## src/rtl/apb_req_arbiter.sv

```systemverilog
// apb_req_arbiter: shares one APB master port between NUM_REQ requesters, round-robin by default.
// Define APB_ARB_FIXED_PRIO_EN for fixed priority (lowest index wins, rr pointer held at 0).
module apb_req_arbiter #(
    parameter int NUM_REQ    = 2,
    parameter int NUM_SLAVES = 5,
    localparam int GW = (NUM_REQ > 1) ? $clog2(NUM_REQ) : 1
) (
    input  logic                   PCLK,
    input  logic                   PRESET,
    input  logic [NUM_REQ-1:0]     req_valid,
    input  logic [NUM_REQ-1:0]     req_write,
    input  logic [32*NUM_REQ-1:0]  req_addr,
    input  logic [32*NUM_REQ-1:0]  req_wdata,
    output logic [NUM_REQ-1:0]     req_done,
    output logic [NUM_REQ-1:0]     req_err,
    output logic [31:0]            req_rdata,
    output logic                   m_transfer,
    output logic                   m_write,
    output logic [31:0]            m_addr,
    output logic [31:0]            m_wdata,
    input  logic                   m_ready,
    input  logic [31:0]            m_rdata,
    output logic [GW-1:0]          grant_id,
    output logic                   busy
);

    typedef enum logic [2:0] {
        ST_IDLE   = 3'd0,
        ST_ISSUE  = 3'd1,
        ST_SETUP  = 3'd2,
        ST_ACCESS = 3'd3,
        ST_DONE   = 3'd4,
        ST_ERR    = 3'd5
    } state_t;

    localparam logic [4:0] SLOT_LIMIT = 5'(NUM_SLAVES);

    state_t               state_r;
    state_t               state_next_s;
    logic                 err_phase_r;
    logic                 err_phase_next_s;
    logic [GW-1:0]        rr_ptr_r;
    logic [GW-1:0]        rr_next_s;
    logic [GW-1:0]        grant_id_r;
    logic                 m_write_r;
    logic [31:0]          m_addr_r;
    logic [31:0]          m_wdata_r;
    logic                 m_transfer_r;
    logic [NUM_REQ-1:0]   req_done_r;
    logic [NUM_REQ-1:0]   req_err_r;
    logic [31:0]          req_rdata_r;
    logic                 busy_r;
    logic [GW-1:0]        win_idx_s;
    logic [31:0]          win_addr_s;
    logic [31:0]          win_wdata_s;
    logic                 win_write_s;
    logic                 grant_load_s;
    logic                 done_set_s;
    logic                 err_set_s;
    logic                 rr_adv_s;

    function automatic logic is_mapped(input logic [31:0] addr);
        return (addr[31:16] == 16'h1000) && ({1'b0, addr[15:12]} < SLOT_LIMIT);
    endfunction

    // First set bit scanning upward from ptr, wrapping modulo NUM_REQ.
    function automatic logic [GW-1:0] rr_pick(input logic [NUM_REQ-1:0] v,
                                              input logic [GW-1:0]      ptr);
        logic [GW-1:0] pick;
        logic          found;
        int            idx;
        pick  = '0;
        found = 1'b0;
        for (int k = 0; k < NUM_REQ; k++) begin
            idx = (int'(ptr) + k) % NUM_REQ;
            if (!found && v[idx]) begin
                found = 1'b1;
                pick  = GW'(idx);
            end else begin
                found = found;
            end
        end
        return pick;
    endfunction

    function automatic logic [NUM_REQ-1:0] onehot(input logic [GW-1:0] idx);
        logic [NUM_REQ-1:0] v;
        for (int k = 0; k < NUM_REQ; k++) begin
            v[k] = (GW'(k) == idx);
        end
        return v;
    endfunction

    assign win_idx_s   = rr_pick(req_valid, rr_ptr_r);
    assign win_addr_s  = req_addr[32*win_idx_s +: 32];
    assign win_wdata_s = req_wdata[32*win_idx_s +: 32];
    assign win_write_s = req_write[win_idx_s];

    // Pointer value after a completed or rejected transaction.
    always_comb begin
        rr_next_s = '0;
`ifdef APB_ARB_FIXED_PRIO_EN
        rr_next_s = '0;
`else
        if (grant_id_r == GW'(NUM_REQ - 1)) begin
            rr_next_s = '0;
        end else begin
            rr_next_s = grant_id_r + GW'(1);
        end
`endif
    end

    // Next-state logic and per-transition strobes.
    always_comb begin
        state_next_s     = state_r;
        err_phase_next_s = 1'b0;
        grant_load_s     = 1'b0;
        done_set_s       = 1'b0;
        err_set_s        = 1'b0;
        rr_adv_s         = 1'b0;
        case (state_r)
            ST_IDLE: begin
                if (|req_valid) begin
                    grant_load_s = 1'b1;
                    state_next_s = is_mapped(win_addr_s) ? ST_ISSUE : ST_ERR;
                end else begin
                    state_next_s = ST_IDLE;
                end
            end
            ST_ISSUE:  state_next_s = ST_SETUP;
            ST_SETUP:  state_next_s = ST_ACCESS;
            ST_ACCESS: begin
                if (m_ready) begin
                    done_set_s   = 1'b1;
                    state_next_s = ST_DONE;
                end else begin
                    state_next_s = ST_ACCESS;
                end
            end
            ST_DONE: begin
                rr_adv_s     = 1'b1;
                state_next_s = ST_IDLE;
            end
            // Two cycles so the error pulse lands while still out of IDLE.
            ST_ERR: begin
                if (!err_phase_r) begin
                    err_phase_next_s = 1'b1;
                    err_set_s        = 1'b1;
                    state_next_s     = ST_ERR;
                end else begin
                    rr_adv_s         = 1'b1;
                    state_next_s     = ST_IDLE;
                end
            end
            default: state_next_s = ST_IDLE;
        endcase
    end

    // State, error phase and arbitration pointer registers.
    always_ff @(posedge PCLK or posedge PRESET) begin
        if (PRESET) begin
            state_r     <= ST_IDLE;
            err_phase_r <= 1'b0;
            rr_ptr_r    <= '0;
        end else begin
            state_r     <= state_next_s;
            err_phase_r <= err_phase_next_s;
            if (rr_adv_s) begin
                rr_ptr_r <= rr_next_s;
            end
        end
    end

    // Winner payload latched at grant and held until the next grant.
    always_ff @(posedge PCLK or posedge PRESET) begin
        if (PRESET) begin
            grant_id_r <= '0;
            m_write_r  <= 1'b0;
            m_addr_r   <= 32'd0;
            m_wdata_r  <= 32'd0;
        end else if (grant_load_s) begin
            grant_id_r <= win_idx_s;
            m_write_r  <= win_write_s;
            m_addr_r   <= win_addr_s;
            m_wdata_r  <= win_wdata_s;
        end
    end

    // Registered strobes and status decoded from the upcoming state.
    always_ff @(posedge PCLK or posedge PRESET) begin
        if (PRESET) begin
            m_transfer_r <= 1'b0;
            busy_r       <= 1'b0;
            req_done_r   <= '0;
            req_err_r    <= '0;
            req_rdata_r  <= 32'd0;
        end else begin
            m_transfer_r <= (state_next_s == ST_ISSUE);
            busy_r       <= (state_next_s != ST_IDLE);
            req_done_r   <= done_set_s ? onehot(grant_id_r) : '0;
            req_err_r    <= err_set_s ? onehot(grant_id_r) : '0;
            req_rdata_r  <= done_set_s ? m_rdata : 32'd0;
        end
    end

    assign req_done   = req_done_r;
    assign req_err    = req_err_r;
    assign req_rdata  = req_rdata_r;
    assign m_transfer = m_transfer_r;
    assign m_write    = m_write_r;
    assign m_addr     = m_addr_r;
    assign m_wdata    = m_wdata_r;
    assign grant_id   = grant_id_r;
    assign busy       = busy_r;

endmodule

```

## config.mk

```make
export PLATFORM = sky130hd
export DESIGN_NAME = apb_req_arbiter
export DESIGN_NICKNAME = d
export VERILOG_FILES = /design/src/rtl/apb_req_arbiter.sv
export SDC_FILE = /design/constraint.sdc
export NUM_CORES = 1
export LEC_CHECK = 0
export ABC_AREA = 1
export ABC_CLOCK_PERIOD_IN_PS = 4000
export CAP_MARGIN = 0
export CORE_MARGIN = 3
export CORE_UTILIZATION = 34
export CTS_CLUSTER_DIAMETER = 60
export DETAILED_ROUTE_END_ITERATION = 6
export PLACE_DENSITY_LB_ADDON = 0.25
export SLEW_MARGIN = 20
export SYNTH_ARGS = -nofsm -noshare
export SYNTH_HDL_FRONTEND = slang
export SYNTH_SLANG_ARGS = --single-unit
```

## constraint.sdc

```tcl
create_clock -name PCLK -period 4 [get_ports PCLK]
set_input_delay 1.2 -clock PCLK [delete_from_list [all_inputs] [get_ports PCLK]]
set_output_delay 1.2 -clock PCLK [all_outputs]
set_load 0.05 [all_outputs]
```

==> results of run 1 <==
[per-stage QoR]
step	cell area [um^2]	power, uW	instances	setup WS (ns)	util
finish	7860	6010	1001	0.935	0.589
global route	7860	6350	1001	0.723	0.589
CTS	7860	6070	1001	0.943	0.589
detailed placement	7530	5070	985	0.573	0.564
global placement	7530	5010	985	0.712	0.564
floorplan	4670	3850	559	1.48	-
[kinds of logic after synthesis]
kind of cell	Yosys count	synth area share
flops	109	0.585
compound gates	107	0.118
simple gates	259	0.220
buf+inv	84	0.0772
[cell usage in the layout, fill, tap and decap left out]
| master | count |
|---|---|
| clkdlybuf4s50_1 | 270 |
| nand2_1 | 136 |
| dfrtp_1 | 109 |
| o21ai_1 | 95 |
| nor2_1 | 94 |
| inv_1 | 48 |
| nand3_1 | 18 |
| o21ai_0 | 10 |
| buf_4 | 10 |
| clkbuf_16 | 9 |
| nand2_2 | 4 |
| inv_2 | 3 |
| nand3b_1 | 3 |
| clkinv_4 | 3 |
| nor3_1 | 2 |
| bufinv_16 | 2 |
| a21boi_4 | 1 |
| nor2_4 | 1 |
| a21oi_1 | 1 |
| clkinv_1 | 1 |
| nor2_2 | 1 |
| clkinvlp_4 | 1 |
| clkbuf_8 | 1 |
| inv_6 | 1 |
| buf_12 | 1 |
[sequential cells by signal, indices dropped and copies added, names as in the netlist, 2 cells and up]
signal	cells
state_r	3
req_done	2
m_wdata	32
req_rdata	32
req_err	2
m_addr	32
[per-layer routing]
metal,routed length (um),part of all wire,track usage,vias up
met5,0,0,0,-
met4,322,0.021,0.0734,0
met3,1920,0.12,0.0869,24
met2,7280,0.47,0.337,211
met1,5840,0.38,0.227,2185
li1,-,-,-,2271
[worst max-delay path: cells and delay by family]
kind / cells / cell delay [ns]
buf+inv: 2 / 0.94
simple gates: 11 / 1.17
[power breakdown]
part	switching [uW]	internal, uW
logic	2230	1080
registers	215	1510
clock network	408	572
[area by class of cell]
class	count	area [um^2]
inverter	53	203
tap	176	220
clock buffer	10	239
clock inverter	6	95.1
multi-input combinational	366	1580
sequential	109	2730
fill	1141	5490
timing repair buffer	281	2800
[worst min-delay path by stage]
stage	end
final	m_addr[29]
after global routing	m_wdata[17]
after CTS	m_addr[29]
after detailed placement	m_addr[29]
after global placement	m_addr[29]
after floorplan	rr_ptr_r
==> results.cfg, run 1 <==
[hold_path]
hold_depth = 2
hp-class = register to register
hold_start = m_addr[29]

[clocking]
clock_latency_ns = 0.34
cts.repair.resized = 0
postCtsHoldBufs = 0
cts_sinks = 109
htree_num_levels = 3
clock_path_buffers = 2
cts_tree = yes
root_buffer = clkbuf_16
numCtsBuffers = 9
post_cts_buffers = 0
path_clk_slew_ns = 0.07

[critical_path]
endpoint_kind = register
crit_path_end = m_transfer
cpMostUsedCell = nand2_1
rr_startpoint = rr_ptr_r
cp_max_fo = 28
critPathMaxStageDelay_ns = 0.58
cp_slowest_cell = clkdlybuf4s50_1
cp-start-kind = input pin
ff2ff_setup_slack_ns = 1.92
rr_endpoint = m_transfer
critPathLaunch = req_valid[0]
rr_worst_depth = 13
crit_required_ns = 4.24
arrival_ns = 3.31
path_class = input pin to register
worstPathCellList = clkdlybuf4s50_1 > nand2_2 > nand2_2 > buf_4 > nand2_1 > nand2_1 > nor2_1 > nand2_1 > nor2_1 > nand3_1 > nand2_1 > nand2_2 > nor2_2

[timing]
setup_tns_ns = 0
maxSlewViolCount = 0
hold_slack_ns = 0.475
min_period_ns = 3.07
finalHoldViolCount = 0
finClkSkew_ns = 0.00620
fin_crit_sh = 0.766
rsz0062_at_grt = no
max_freq_mhz = 326
final-setup-viol-count = 0
tightest_slew_ns = 0.914
timing.slew.headroom = 0.389

[synthesis]
synth.most_common_cell = nand2_1
yosys.area.top_type_share = 0.585
synth-edff-count = 0
ys_ff_latch = 109
yosys-top-cells-area = dfrtp_1 58%, nand2_1 11%, o21ai_1 10%, nor2_1 7.6%, inv_1 3.9%
synth_area_per_cell_um2 = 8.35
synth_area_um2 = 4670
synth_nets = 726
ys_warn_count = 0
yosysSeqAreaShare = 0.585
synth_cell_types = 20
ys.flop_type = dfrtp_1
synthTopCellsByCount = 136 x nand2_1, 109 x dfrtp_1, 95 x o21ai_1
synth_cells = 559
synth.largest_area_cell = dfrtp_1
async_flop_share = 1.00

[grt]
grt_pass1_wl_um = 23700
grt_usage = 0.201
antenna_found_initial = 0
grt_start_max_net_pins = 60
grt_pass1_vias = 4697
grt_remaining_overflow = 0

[run_status]
outcome = finished clean

[die]
std_cell_rows = 42
die-area_um2 = 15200
die_w_um = 123
ios = 271
core-area_um2 = 13300
dieHeight_um = 123
initial_core_util = 0.350

[finish]
drive_gt1_frac = 0.0461
final_nets = 987
diodes = 0
area_growth_syn_to_layout_pct = 68.5

[detailed_routing]
via_per_inst = 4.69
firstDrtPassIters = 5
drtIter0Drc = 225
wl_per_cell_um = 15.3
drc = 0
vias = 4691
drt_wl_total_um = 15400
detail-route-antenna-nets = 0

[power_and_ir_drop]
p_leak_uw = 0.00366
irDropWorstVdd_mv = 0.303
power_density_nw_per_um2 = 764

[place]
gp_congestion = 0.859
hpwl_um = 11600
io_buffers = 270

[flow_run]
maxCapViolCount = 0
(Power assumes the default switching activity.)
==> run 2: changes to the inputs <==
--- a/config.mk
+++ b/config.mk
@@ -6,7 +6,7 @@
 export NUM_CORES = 1
 export LEC_CHECK = 0
 export ABC_AREA = 1
-export ABC_CLOCK_PERIOD_IN_PS = 4000
+export ABC_CLOCK_PERIOD_IN_PS = 2800
 export CAP_MARGIN = 0
 export CORE_MARGIN = 3
 export CORE_UTILIZATION = 34
==> constraint.sdc (replaced) <==
create_clock -name PCLK -period 2.8 [get_ports PCLK]
set_input_delay 0.84 -clock PCLK [delete_from_list [all_inputs] [get_ports PCLK]]
set_output_delay 0.84 -clock PCLK [all_outputs]
set_load 0.05 [all_outputs]
==> run 2 against run 1 <==
  * Clock power up 23%
  * Setup slack worse by 0.58 ns
  * Cell count up 0.30%
  * Die area unchanged
  * Non-clock buffer count up 3
  * Utilization about the same
  * Highest routed layer unchanged
==> results.cfg, run 2 (synthesis gave the netlist of run 1 again) <==
[timing]
finClkSkew_ns = 0.00702
rsz0062_at_grt = no
timing.slew.headroom = 0.611
min_period_ns = 2.44
maxSlewViolCount = 0
setup_tns_ns = 0
fin_crit_sh = 0.873
final-setup-viol-count = 0
finalHoldViolCount = 0
max_freq_mhz = 409
tightest_slew_ns = 0.581
fin_ws_ns = 0.355

[critical_path]
path_delay_family = buffers and inverters
cp_max_fo = 5
path_class = register to primary output
crit_required_ns = 1.96
cp-start-kind = register
worstPathCellList = clkdlybuf4s50_1
rr_endpoint = m_transfer
rr_worst_depth = 11
endpoint_kind = primary output
rr_startpoint = rr_ptr_r
critPathMaxStageDelay_ns = 0.84
arrival_ns = 1.60
cp_slowest_cell = clkdlybuf4s50_1
ff2ff_setup_slack_ns = 0.96
cp_num_buf_inv = 1

[clocking]
clock_latency_ns = 0.34
cts_tree = yes
post_cts_buffers = 0
path_clk_slew_ns = 0.07
postCtsHoldBufs = 0
htree_num_levels = 3
cts_sinks = 109
clock_path_buffers = 2
cts.repair.resized = 0
numCtsBuffers = 9
root_buffer = clkbuf_16

[die]
core-area_um2 = 13300
ios = 271
std_cell_rows = 42
die_w_um = 123
dieHeight_um = 123
initial_core_util = 0.350
die-area_um2 = 15200

[detailed_routing]
wl_per_cell_um = 15.3
vias = 4683
drtIter0Drc = 201
drt_wl_total_um = 15300
drc = 0
via_per_inst = 4.66
firstDrtPassIters = 4
detail-route-antenna-nets = 0

[grt]
grt_remaining_overflow = 0
grt_pass1_vias = 4700
grt_pass1_wl_um = 23300
grt_start_max_net_pins = 50
antenna_found_initial = 0
grt_usage = 0.198

[run_status]
outcome = finished clean

[finish]
layout_common_cells = 270 x clkdlybuf4s50_1, 136 x nand2_1, 109 x dfrtp_1
final_nets = 990
drive_gt1_frac = 0.0495
fillers = 1183
area_growth_syn_to_layout_pct = 68.4
diodes = 0
regArea_um2 = 2730
layout_commonest_cell = clkdlybuf4s50_1
multi_input_area_um2 = 1580

[hold_path]
hp-class = register to register
hold_start = m_addr[20]
hold_depth = 2
holdPathEnd = m_addr[20]

[power_and_ir_drop]
power_density_nw_per_um2 = 1070
irDropWorstVdd_mv = 0.467
p_leak_uw = 0.00365

[place]
io_buffers = 270
hpwl_um = 11600
pre_cts_slack_ns = 0.116
gp_congestion = 0.884

[flow_run]
maxCapViolCount = 0
[run 2: cell type report]
cell class,count,share of cell area
clock buffer,9,0.0287
clock inverter,7,0.00733
inverter,53,0.0258
multi-input combinational,366,0.201
sequential,109,0.347
tap,176,0.0280
timing repair buffer,284,0.362
[run 2: power breakdown]
group          switching (uW)  internal (uW)
logic                    3190           1570
clock network             594            615
registers                 304           2150
total                    4090           4340
[run 2: worst max-delay path by stage]
stage                 startpoint         end  slack (ns)  cells past startpoint
finish                  grant_id    grant_id        0.36                      1
global route        req_valid[1]  m_transfer        0.25                      9
CTS                     grant_id    grant_id        0.32                      1
detailed placement  req_valid[1]  m_transfer        0.12                     11
global placement    req_valid[1]        busy        0.19                      8
floorplan                 PRESET        busy        0.64                      1
[run 2: layer usage]
layer  track usage  part of all wire  wire length [um]  vias to the layer above
met5             0                 0                 0                        -
met4        0.0713             0.020               309                        0
met3        0.0823              0.12              1910                       21
met2         0.345              0.48              7390                      207
met1         0.217              0.37              5720                     2184
li1              -                 -                 -                     2271
[run 2: stage by stage]
stage / power (uW) / util / hold slack [ns] / std cells / cell area, um^2
after floorplan: 5500 / - / 0.473 / 559 / 4670
after global placement: 7190 / 0.567 / 0.456 / 988 / 7570
after detailed placement: 7280 / 0.567 / 0.458 / 988 / 7570
after CTS: 8510 / 0.589 / 0.475 / 1004 / 7860
after global routing: 8920 / 0.589 / 0.497 / 1004 / 7860
final: 8430 / 0.589 / 0.477 / 1004 / 7860
==> run 3: changes to the inputs <==
--- a/config.mk
+++ b/config.mk
@@ -12,7 +12,9 @@
 export CORE_UTILIZATION = 34
 export CTS_CLUSTER_DIAMETER = 60
 export DETAILED_ROUTE_END_ITERATION = 6
+export GPL_ROUTABILITY_DRIVEN = 0
 export PLACE_DENSITY_LB_ADDON = 0.25
+export RECOVER_POWER = 100
 export SLEW_MARGIN = 20
 export SYNTH_ARGS = -nofsm -noshare
 export SYNTH_HDL_FRONTEND = slang
==> run 3 against run 2 <==
  * Sequential power is essentially flat
  * Routed wire length shrank 0.14%
  * Utilization shrank 0.30 points
==> results.cfg, run 3 (synthesis gave the netlist of run 1 again) <==
[detailed_routing]
via_per_inst = 4.67
firstDrtPassIters = 5
detail-route-antenna-nets = 0
drt_wl_total_um = 15300
vias = 4690
drc = 0
drtIter0Drc = 258
wl_per_cell_um = 15.2

[die]
std_cell_rows = 42
initial_core_util = 0.350
core-area_um2 = 13300
ios = 271
die-area_um2 = 15200
dieHeight_um = 123
die_w_um = 123

[finish]
drive_gt1_frac = 0.0459
post-route-util = 0.586
multi_input_area_um2 = 1570
final_nets = 990
layout_commonest_cell = clkdlybuf4s50_1
area_growth_syn_to_layout_pct = 67.5
diodes = 0
regArea_um2 = 2730
layout_common_cells = 163 x clkdlybuf4s50_1, 137 x nand2_1, 109 x dfrtp_1
final_design_area_no_fill_um2 = 7820
fillers = 1193

[timing]
timing.slew.headroom = 0.450
final-setup-viol-count = 0
finClkSkew_ns = 0.00790
finalHoldViolCount = 0
maxSlewViolCount = 0
fin_crit_sh = 0.896
max_freq_mhz = 399
hold_slack_ns = 0.469
min_period_ns = 2.51
rsz0062_at_grt = no
setup_tns_ns = 0
tightest_slew_ns = 0.820

[clocking]
cts_sinks = 109
clock_path_buffers = 2
post_cts_buffers = 0
root_buffer = clkbuf_16
cts.repair.resized = 0
path_clk_slew_ns = 0.07
clock_latency_ns = 0.35
cts_tree = yes
htree_num_levels = 3
postCtsHoldBufs = 0
numCtsBuffers = 9

[place]
hpwl_um = 11600
io_buffers = 270
post_dp_cell_area_um2 = 7570

[power_and_ir_drop]
irDropWorstVdd_mv = 0.458
p_leak_uw = 0.00382
power_density_nw_per_um2 = 1040

[critical_path]
endpoint_kind = primary output
cp-start-kind = register
path_delay_family = buffers and inverters
arrival_ns = 1.67
path_class = register to primary output
critPathMaxStageDelay_ns = 0.91
cp_max_fo = 5
cp_num_buf_inv = 1
cp_slowest_cell = dlygate4sd3_1
worstPathCellList = dlygate4sd3_1
crit_required_ns = 1.96

[grt]
grt_pass1_wl_um = 23300
grt_remaining_overflow = 0
antenna_found_initial = 0
grt_pass1_vias = 4700
grt_usage = 0.198
grt_start_max_net_pins = 50

[flow_run]
maxCapViolCount = 0

[run_status]
outcome = finished clean

[hold_path]
hp-class = register to register
[run 3: final cells by class]
cell class | instances | area share
Clock buffer | 9 | 0.0288
Clock inverter | 7 | 0.00736
Inverter | 53 | 0.0256
Multi-Input combinational cell | 366 | 0.201
Sequential cell | 109 | 0.349
Tap cell | 176 | 0.0282
Timing Repair Buffer | 284 | 0.360
[run 3: final timing paths]
check	start	end	slack (ns)	cells past startpoint
max	grant_id	grant_id	0.29	1
min	m_addr[27]	m_addr[27]	0.47	2
min reg2reg	m_addr[27]	m_addr[27]	0.47	2
min in group asynchronous	PRESET	req_rdata[26]	1.06	2
max in group asynchronous	PRESET	m_addr[15]	0.56	3
max reg2reg	rr_ptr_r	m_transfer	0.92	11
[run 3: through the flow]
step	cells	worst slack, ns	total power (uW)
after floorplan	559	0.645	5500
after global placement	988	0.189	7190
after detailed placement	988	0.116	7280
after CTS	1004	0.320	8510
after global routing	1004	0.152	8620
final	1004	0.291	8120
[run 3: metal layers]
layer	routed length [um]	global-route usage	up-vias
met2	7410	0.345	195
met3	1800	0.0823	21
met1	5790	0.217	2202
li1	-	-	2272
met5	0	0	-
met4	307	0.0713	0
[run 3: worst register-to-register path, stage by stage (launching register included)]
cell     delay, ns
dfrtp_1       0.41
inv_2         0.10
nand2_1       0.09
nand2_2       0.36
nand2_1       0.10
o21ai_1       0.12
nand3_1       0.10
nor2_1        0.16
nand3_1       0.10
nand2_1       0.12
nand2_2       0.06
nor2_1        0.10
[run 3: power breakdown]
part           total, uW  leakage (uW)  switching [uW]  internal (uW)
logic               4490       0.00230            3150           1330
clock network       1210      0.000129             592            615
registers           2430       0.00139             278           2150
total               8120       0.00382            4020           4100
